`src/rtl/alu_arbiter.sv`:
```
// Purpose : shares one combinational ALU between two requesters, round-robin grant.
// Latency : accept edge 0 -> alu_* after edge 0, rsp_data/rspN_valid after edge 1, release at earliest on edge 2.
// Backpressure: new requests are refused until the owner consumes its response; the result is held while stalled.
//
// Ports:
//   clk_i, rst_i                    clock, synchronous active-high reset
//   reqN_valid_i/reqN_ready_o       operation handshake from requester N (code, a, b)
//   rspN_valid_o/rspN_ready_i       result handshake to requester N, data on shared rsp_data_o
//   alu_code_o/alu_a_o/alu_b_o      registered operands to the shared ALU
//   alu_c_i                         ALU result, combinational from alu_*
//   busy_o                          high while an operation is in flight
module alu_arbiter #(
    parameter int DATA_W = 4
) (
    input  logic              clk_i,
    input  logic              rst_i,

    input  logic              req0_valid_i,
    output logic              req0_ready_o,
    input  logic [1:0]        req0_code_i,
    input  logic [DATA_W-1:0] req0_a_i,
    input  logic [DATA_W-1:0] req0_b_i,

    input  logic              req1_valid_i,
    output logic              req1_ready_o,
    input  logic [1:0]        req1_code_i,
    input  logic [DATA_W-1:0] req1_a_i,
    input  logic [DATA_W-1:0] req1_b_i,

    output logic              rsp0_valid_o,
    input  logic              rsp0_ready_i,
    output logic              rsp1_valid_o,
    input  logic              rsp1_ready_i,
    output logic [DATA_W:0]   rsp_data_o,

    output logic [1:0]        alu_code_o,
    output logic [DATA_W-1:0] alu_a_o,
    output logic [DATA_W-1:0] alu_b_o,
    input  logic [DATA_W:0]   alu_c_i,

    output logic              busy_o
);

    typedef enum logic [1:0] {
        ST_IDLE = 2'd0,
        ST_EXEC = 2'd1,
        ST_RESP = 2'd2
    } state_t;

    typedef struct packed {
        logic [1:0]        code;
        logic [DATA_W-1:0] a;
        logic [DATA_W-1:0] b;
    } op_t;

    state_t          state_q, state_d;
    logic            owner_q, owner_d;
    logic            prio_q, prio_d;
    op_t             op_q, op_d;
    logic [DATA_W:0] rsp_data_q, rsp_data_d;
    logic [1:0]      rsp_vld_q, rsp_vld_d;

    op_t  req0_op, req1_op, gnt_op;
    logic gnt_sel;      // 1 selects requester 1
    logic gnt_vld;
    logic own_rsp_rdy;

    assign req0_op = '{code: req0_code_i, a: req0_a_i, b: req0_b_i};
    assign req1_op = '{code: req1_code_i, a: req1_a_i, b: req1_b_i};

    // Requester 1 wins when it is alone or when both ask and it holds priority.
    assign gnt_sel = req1_valid_i && (!req0_valid_i || prio_q);
    assign gnt_vld = req0_valid_i || req1_valid_i;
    assign gnt_op  = gnt_sel ? req1_op : req0_op;

    // Only the owner's ready can release the response; the other one is ignored.
    assign own_rsp_rdy = owner_q ? rsp1_ready_i : rsp0_ready_i;

    always_comb begin
        state_d      = state_q;
        owner_d      = owner_q;
        prio_d       = prio_q;
        op_d         = op_q;
        rsp_data_d   = rsp_data_q;
        rsp_vld_d    = rsp_vld_q;
        req0_ready_o = 1'b0;
        req1_ready_o = 1'b0;

        case (state_q)
            ST_IDLE: begin
                // Ready is suppressed during reset so no request looks accepted.
                if (gnt_vld && !rst_i) begin
                    req0_ready_o = !gnt_sel;
                    req1_ready_o = gnt_sel;
                    owner_d      = gnt_sel;
                    op_d         = gnt_op;
                    state_d      = ST_EXEC;
                end
            end
            ST_EXEC: begin
                rsp_data_d = alu_c_i;
                rsp_vld_d  = owner_q ? 2'b10 : 2'b01;
                state_d    = ST_RESP;
            end
            ST_RESP: begin
                if (own_rsp_rdy) begin
                    rsp_vld_d = 2'b00;
                    prio_d    = ~owner_q;
                    state_d   = ST_IDLE;
                end
            end
            default: begin
                state_d = ST_IDLE;
            end
        endcase
    end

    always_ff @(posedge clk_i) begin
        if (rst_i) begin
            state_q    <= ST_IDLE;
            owner_q    <= 1'b0;
            prio_q     <= 1'b0;
            op_q       <= '0;
            rsp_data_q <= '0;
            rsp_vld_q  <= 2'b00;
        end else begin
            state_q    <= state_d;
            owner_q    <= owner_d;
            prio_q     <= prio_d;
            op_q       <= op_d;
            rsp_data_q <= rsp_data_d;
            rsp_vld_q  <= rsp_vld_d;
        end
    end

    assign alu_code_o   = op_q.code;
    assign alu_a_o      = op_q.a;
    assign alu_b_o      = op_q.b;
    assign rsp_data_o   = rsp_data_q;
    assign rsp0_valid_o = rsp_vld_q[0];
    assign rsp1_valid_o = rsp_vld_q[1];
    assign busy_o       = (state_q != ST_IDLE);

endmodule

```
`config.mk`:
```
export PLATFORM = sky130hd
export DESIGN_NAME = alu_arbiter
export DESIGN_NICKNAME = d
export VERILOG_FILES = /design/src/rtl/alu_arbiter.sv
export SDC_FILE = /design/constraint.sdc
export NUM_CORES = 1
export LEC_CHECK = 0
export CAP_MARGIN = 20
export CORE_AREA = 2 2 54 56
export CTS_CLUSTER_DIAMETER = 120
export DETAILED_ROUTE_END_ITERATION = 8
export DIE_AREA = 0 0 56 58
export GPL_TIMING_DRIVEN = 1
export PLACE_DENSITY = 0.75
export SLEW_MARGIN = 20
export SYNTH_ARGS = -nofsm -noshare
export SYNTH_HDL_FRONTEND = slang
export SYNTH_SLANG_ARGS = --single-unit
```
`constraint.sdc`:
```
create_clock -name clk_i -period 1.2 [get_ports clk_i]
set_input_delay 0.18 -clock clk_i [delete_from_list [all_inputs] [get_ports clk_i]]
set_output_delay 0.18 -clock clk_i [all_outputs]
set_load 0.05 [all_outputs]
```
Word-level counts from Yosys, hierarchy flattened. Cells that the tools add are included.

Add/sub/neg operators: 0. Multiply operators: 0. Div/mod/pow operators: 0. Order comparisons: 0. Eq/ne operators: 4. Shifts and indexed selects: 0. Multiplexer cells: 11. Bitwise gates (word level): 1. Reductions and logical operators: 14.

Operators with widths (number): $mux 10 (1); $reduce_and 2->1 (4); $mux 2 (3); $pmux 2 s3 (1); $mux 1 (5); $ne 2x2->1 const B (2); $pmux 2 s2 (1); $reduce_bool 2->1 (2); $logic_not 1->1 (3); $eq 2x1->1 const B (1); $eq 2x2->1 const B (1); $logic_and 1x1->1 (2); $logic_not 2->1 (1); $logic_or 1x1->1 (2); $not 1->1 (1).

Flip-flop bits (word level): 21. Latch bits: 0. Memory bits (writable): 0. Bits in read-only memories: 0. Output and inout bits: 20. Word-level logic and storage cells: 38. Memories: 0.

Longest topological paths before layout. Gate-level depths: netlist (run 1).

Word-level depth: 6. Depth in mapped cells: 4. Mapped depth without buffers: 4.

Worst setup path before layout (run 1). Ideal clock, no wire load.

Path type: reg2out. From: register state_q[1]. To: output req0_ready_o. Data arrival time: 1869 ps. Data required time: 1020 ps. Path slack: -849 ps. Cell stages (with the launch flop): 5. Path through: dfxtp_1 -> nor2_2 -> buf_4 -> nand2_1 -> nor3b_1.

Longest elaborated chain between the ends: 2.

Ends and longest elaborated chain: start, declared (line 56) `state_t state_q, state_d;`; start signal, assigned (line 127) `state_q <= state_d;`; $logic_not 2->1 (line 89) `case (state_q)`; $mux 1 (line 89); end, declared (line 19) `output logic req0_ready_o,`.

No other way between the ends.

Worst setup path in the final report (run 1).
From: register state_q[0]. To: output req0_ready_o.

Same word-level chain as after synthesis.

==> results of run 1 <==
[metal layers]
layer,vias to the layer above,routed length [um],global-route usage (%)
li1,554,-,-
met1,539,1210,23.4
met2,69,1680,37.0
met3,2,318,5.13
met4,0,24,5.10
met5,-,0,0
[layout make-up]
type	instances	area, sq um	share of cell area, %
Clock buffer	4	26.3	1.37
Timing Repair Buffer	69	848	44.1
Sequential cell	21	427	22.2
Multi-Input combinational cell	85	571	29.6
Tap cell	31	38.8	2.02
Inverter	3	13.8	0.715
[placed cells by master, fill, tap and decap left out, types with 2 or more instances in the layout]
cell type        count
a21oi_1             18
a311oi_1            10
buf_12              19
buf_4               14
buf_6                4
clkbuf_4             3
clkdlybuf4s50_1     28
dfxtp_1             18
dfxtp_2              2
dlygate4sd2_1        2
inv_1                2
mux2i_1              2
nand2_1             10
nand2_4              2
nand3_1             11
nor2_1               2
nor2_4               3
nor2b_4              2
nor3_1               2
o21ai_0             11
[kinds of logic after synthesis]
group | Yosys count
flops | 21
compound gates | 41
simple gates | 41
buf+inv | 11
mux | 2
[metrics by stage]
step | setup WS [ns] | util [%]
2_1_floorplan | -0.148 | -
3_3_place_gp | -0.334 | 67.2
3_5_place_dp | -0.370 | 67.2
4_1_cts | -0.263 | 71.3
5_1_grt | -0.305 | 72.3
6_report | -0.253 | 72.3
[where the power goes]
group | internal (uW) | switching, uW | total, uW
Clock | 129 | 210 | 339
Combinational | 492 | 492 | 984
Sequential | 765 | 74.0 | 839
Total | 1390 | 776 | 2160
[flip-flops by register name (all words and copies together) (netlist names)]
register / cells
alu_code_o: 2
state_q: 2
rsp_data_o: 5
prio_q: 1
rsp_vld_q: 2
alu_b_o: 4
owner_q: 1
alu_a_o: 4
[worst register-to-register path: stages (launching register included)]
cell and delay (ns):
dfxtp_2 0.35, nor2_4 0.14, buf_4 0.13, buf_6 0.10
buf_4 0.12, a21oi_1 0.06, a311oi_1 0.24
[worst paths after layout]
| check | start | slack (ns) | depth (start not counted) | endpoint |
|---|---|---|---|---|
| worst max-delay path | state_q[0] | -0.25 | 4 | req0_ready_o |
| worst min-delay path | alu_c_i[4] | 0.43 | 3 | rsp_data_o[4] |
| worst min register to register | rsp_data_o[2] | 0.50 | 2 | rsp_data_o[2] |
| worst max register to register | state_q[0] | -0.03 | 6 | alu_b_o[1] |
[repair_timing]
| item | 4_1_cts | 5_1_grt |
|---|---|---|
| buffers inserted | 5 | 1 |
| setup endpoints to repair | 6 | 15 |
| cloned | 2 | 0 |
| gates resized for setup | 16 | 8 |
| pin swaps | 8 | 8 |
==> flow_summary.json, run 1 <==
{
  "synthDominantAreaCellType": "dfxtp_1",
  "slew_at_the_pin_with_the_worst_max_slew_slack_ns": 0.264,
  "data_required_critical_path_ns": 1.02,
  "cpPeakStageDelay_ns": 0.35,
  "setup-violations-final": 5,
  "die_w_um": 56,
  "drc": 0,
  "synth-edff-count": 0,
  "drv.max_cap_violation_count": 0,
  "design.final.nets": 214,
  "worst-path-max-fanout": 3,
  "mapped_area_sq_um": 966,
  "first_pass_iters": 4,
  "timing.critical_path.buf_inv": 1,
  "whs_ns": 0.427,
  "clock_sink_count": 21,
  "synth_fa_ha_area_share_pct": 0,
  "finalHoldViolations": 0,
  "totalNegativeSetupSlack_ns": -0.646,
  "cp_top_family": "simple AND/OR/NAND/NOR gates",
  "hpwlAfterDp_um": 2350,
  "ys_seq_area_share_pct": 43.5,
  "root_buffer": "clkbuf_4",
  "cts_inserted_buffers": 3,
  "combinational_family_with_the_most_area_after_synthesis": "compound AO/OA/AOI/OAI gates",
  "synthArstFlopShare_pct": 0,
  "yosys.area_share.simple_pct": 22.0,
  "num-fill-cells": 195,
  "synth_xor_area_share_pct": 0,
  "path_clk_slew_ns": 0.11,
  "numPortBuffers": 50,
  "post-place-cells": 202,
  "worstHoldPathType": "in2reg",
  "via_count_of_the_first_global_routing_pass": 1165,
  "clockBufferDepth": 2,
  "compound_gate_portion_of_the_synthesized_area_pct": 26.2,
  "antenna_found_initial": 0,
  "failed_checks": "negative setup slack",
  "synth_instances": 116,
  "rows": 19,
  "wire_per_inst_um": 15.2,
  "initialDrtViolationCount": 37,
  "peakVddDrop_mv": 0.812,
  "path_cells": "nor2_4, nand2_4, nor3b_4, buf_12",
  "max_transition_margin_pct": 82.3,
  "min_period_over_period_pct": 121,
  "cts_max_level": 1,
  "place_area_sq_um": 1790,
  "grt_first_pass_wirelength_um": 5210,
  "final_antenna_net_count": 0,
  "fmax_mhz": 688,
  "cts_tree": "built",
  "critical_path.startpoint_type": "register",
  "n_antenna_cell": 0,
  "finalClockSkew_ns": 0.0135,
  "synth.cells.most_frequent": "21 x dfxtp_1, 19 x a21oi_1, 12 x nand2_1",
  "die_y_um": 58,
  "yosysWarningCount": 0,
  "pnr_total_power_uw": 2160,
  "cellLeakagePower_uw": 0.000750,
  "layout_cells_sized_above_1_pct": 33.5,
  "post-synth-top-area-fraction_pct": 43.5,
  "cts_hold_repair.buffers": 0,
  "rsz_0062_raised_after_global_routing": "yes",
  "syn_nets": 147,
  "global_route.overflow_total": 0,
  "cpMaxStageDelayCell": "dfxtp_2",
  "fin_crit_ns": 1.45,
  "flow.area_growth_from_synthesis_pct": 99.2,
  "finalWorstSetupSlack_ns": -0.253,
  "outcome": "complete, but fails checks",
  "synthMuxAreaShare_pct": 2.07,
  "clock_network_latency_to_the_later_pin_of_the_worst_skew_pair_ns": 0.30,
  "worstSetupPathType": "reg2out",
  "gp_congestion": 0.757,
  "fp.dieArea_sq_um": 3250,
  "core_area_sq_um": 2660,
  "groute.usage.overall_pct": 20.1,
  "via_count": 1164,
  "final_cell_area_sq_um": 1920,
  "synthesis.area_per_instance_sq_um": 8.33,
  "crit_arrival_ns": 1.27,
  "per_cell_via_count_in_the_routed_design": 5.46,
  "final_cell_count_without_fillers": 213,
  "synth_area_leaders": "dfxtp_1 44%, a21oi_1 9.8%, a311oi_1 9.1%",
  "finalMaxSlewViolations": 0,
  "cp-end-kind": "output pin",
  "netlist-cell-type-count": 24,
  "grt_max_degree": 14,
  "ios": 51,
  "floorplan.initialDensity_pct": 36.3,
  "power_per_cell_area_nw_per_um2": 1120,
  "ys_seq_elements": 21,
  "synth.most_common_cell": "dfxtp_1",
  "synth_top_flop_cell": "dfxtp_1",
  "routed_wl_um": 3230
}
Power figures use the tool's default switching activity.
==> run 2, diff against run 1 <==
--- a/config.mk
+++ b/config.mk
@@ -8,6 +8,7 @@
 export CAP_MARGIN = 20
 export CORE_AREA = 2 2 54 56
 export CTS_CLUSTER_DIAMETER = 120
+export CTS_CLUSTER_SIZE = 14
 export DETAILED_ROUTE_END_ITERATION = 8
 export DIE_AREA = 0 0 56 58
 export GPL_TIMING_DRIVEN = 1
==> results of run 2 <==
The final DEF is identical to that of run 1; final timing and power are the same.
==> run 3, diff against run 2 <==
--- a/config.mk
+++ b/config.mk
@@ -12,6 +12,7 @@
 export DETAILED_ROUTE_END_ITERATION = 8
 export DIE_AREA = 0 0 56 58
 export GPL_TIMING_DRIVEN = 1
+export HOLD_SLACK_MARGIN = 0.02
 export PLACE_DENSITY = 0.75
 export SLEW_MARGIN = 20
 export SYNTH_ARGS = -nofsm -noshare
==> results of run 3 <==
The final DEF is identical to that of run 1; final timing and power are the same.
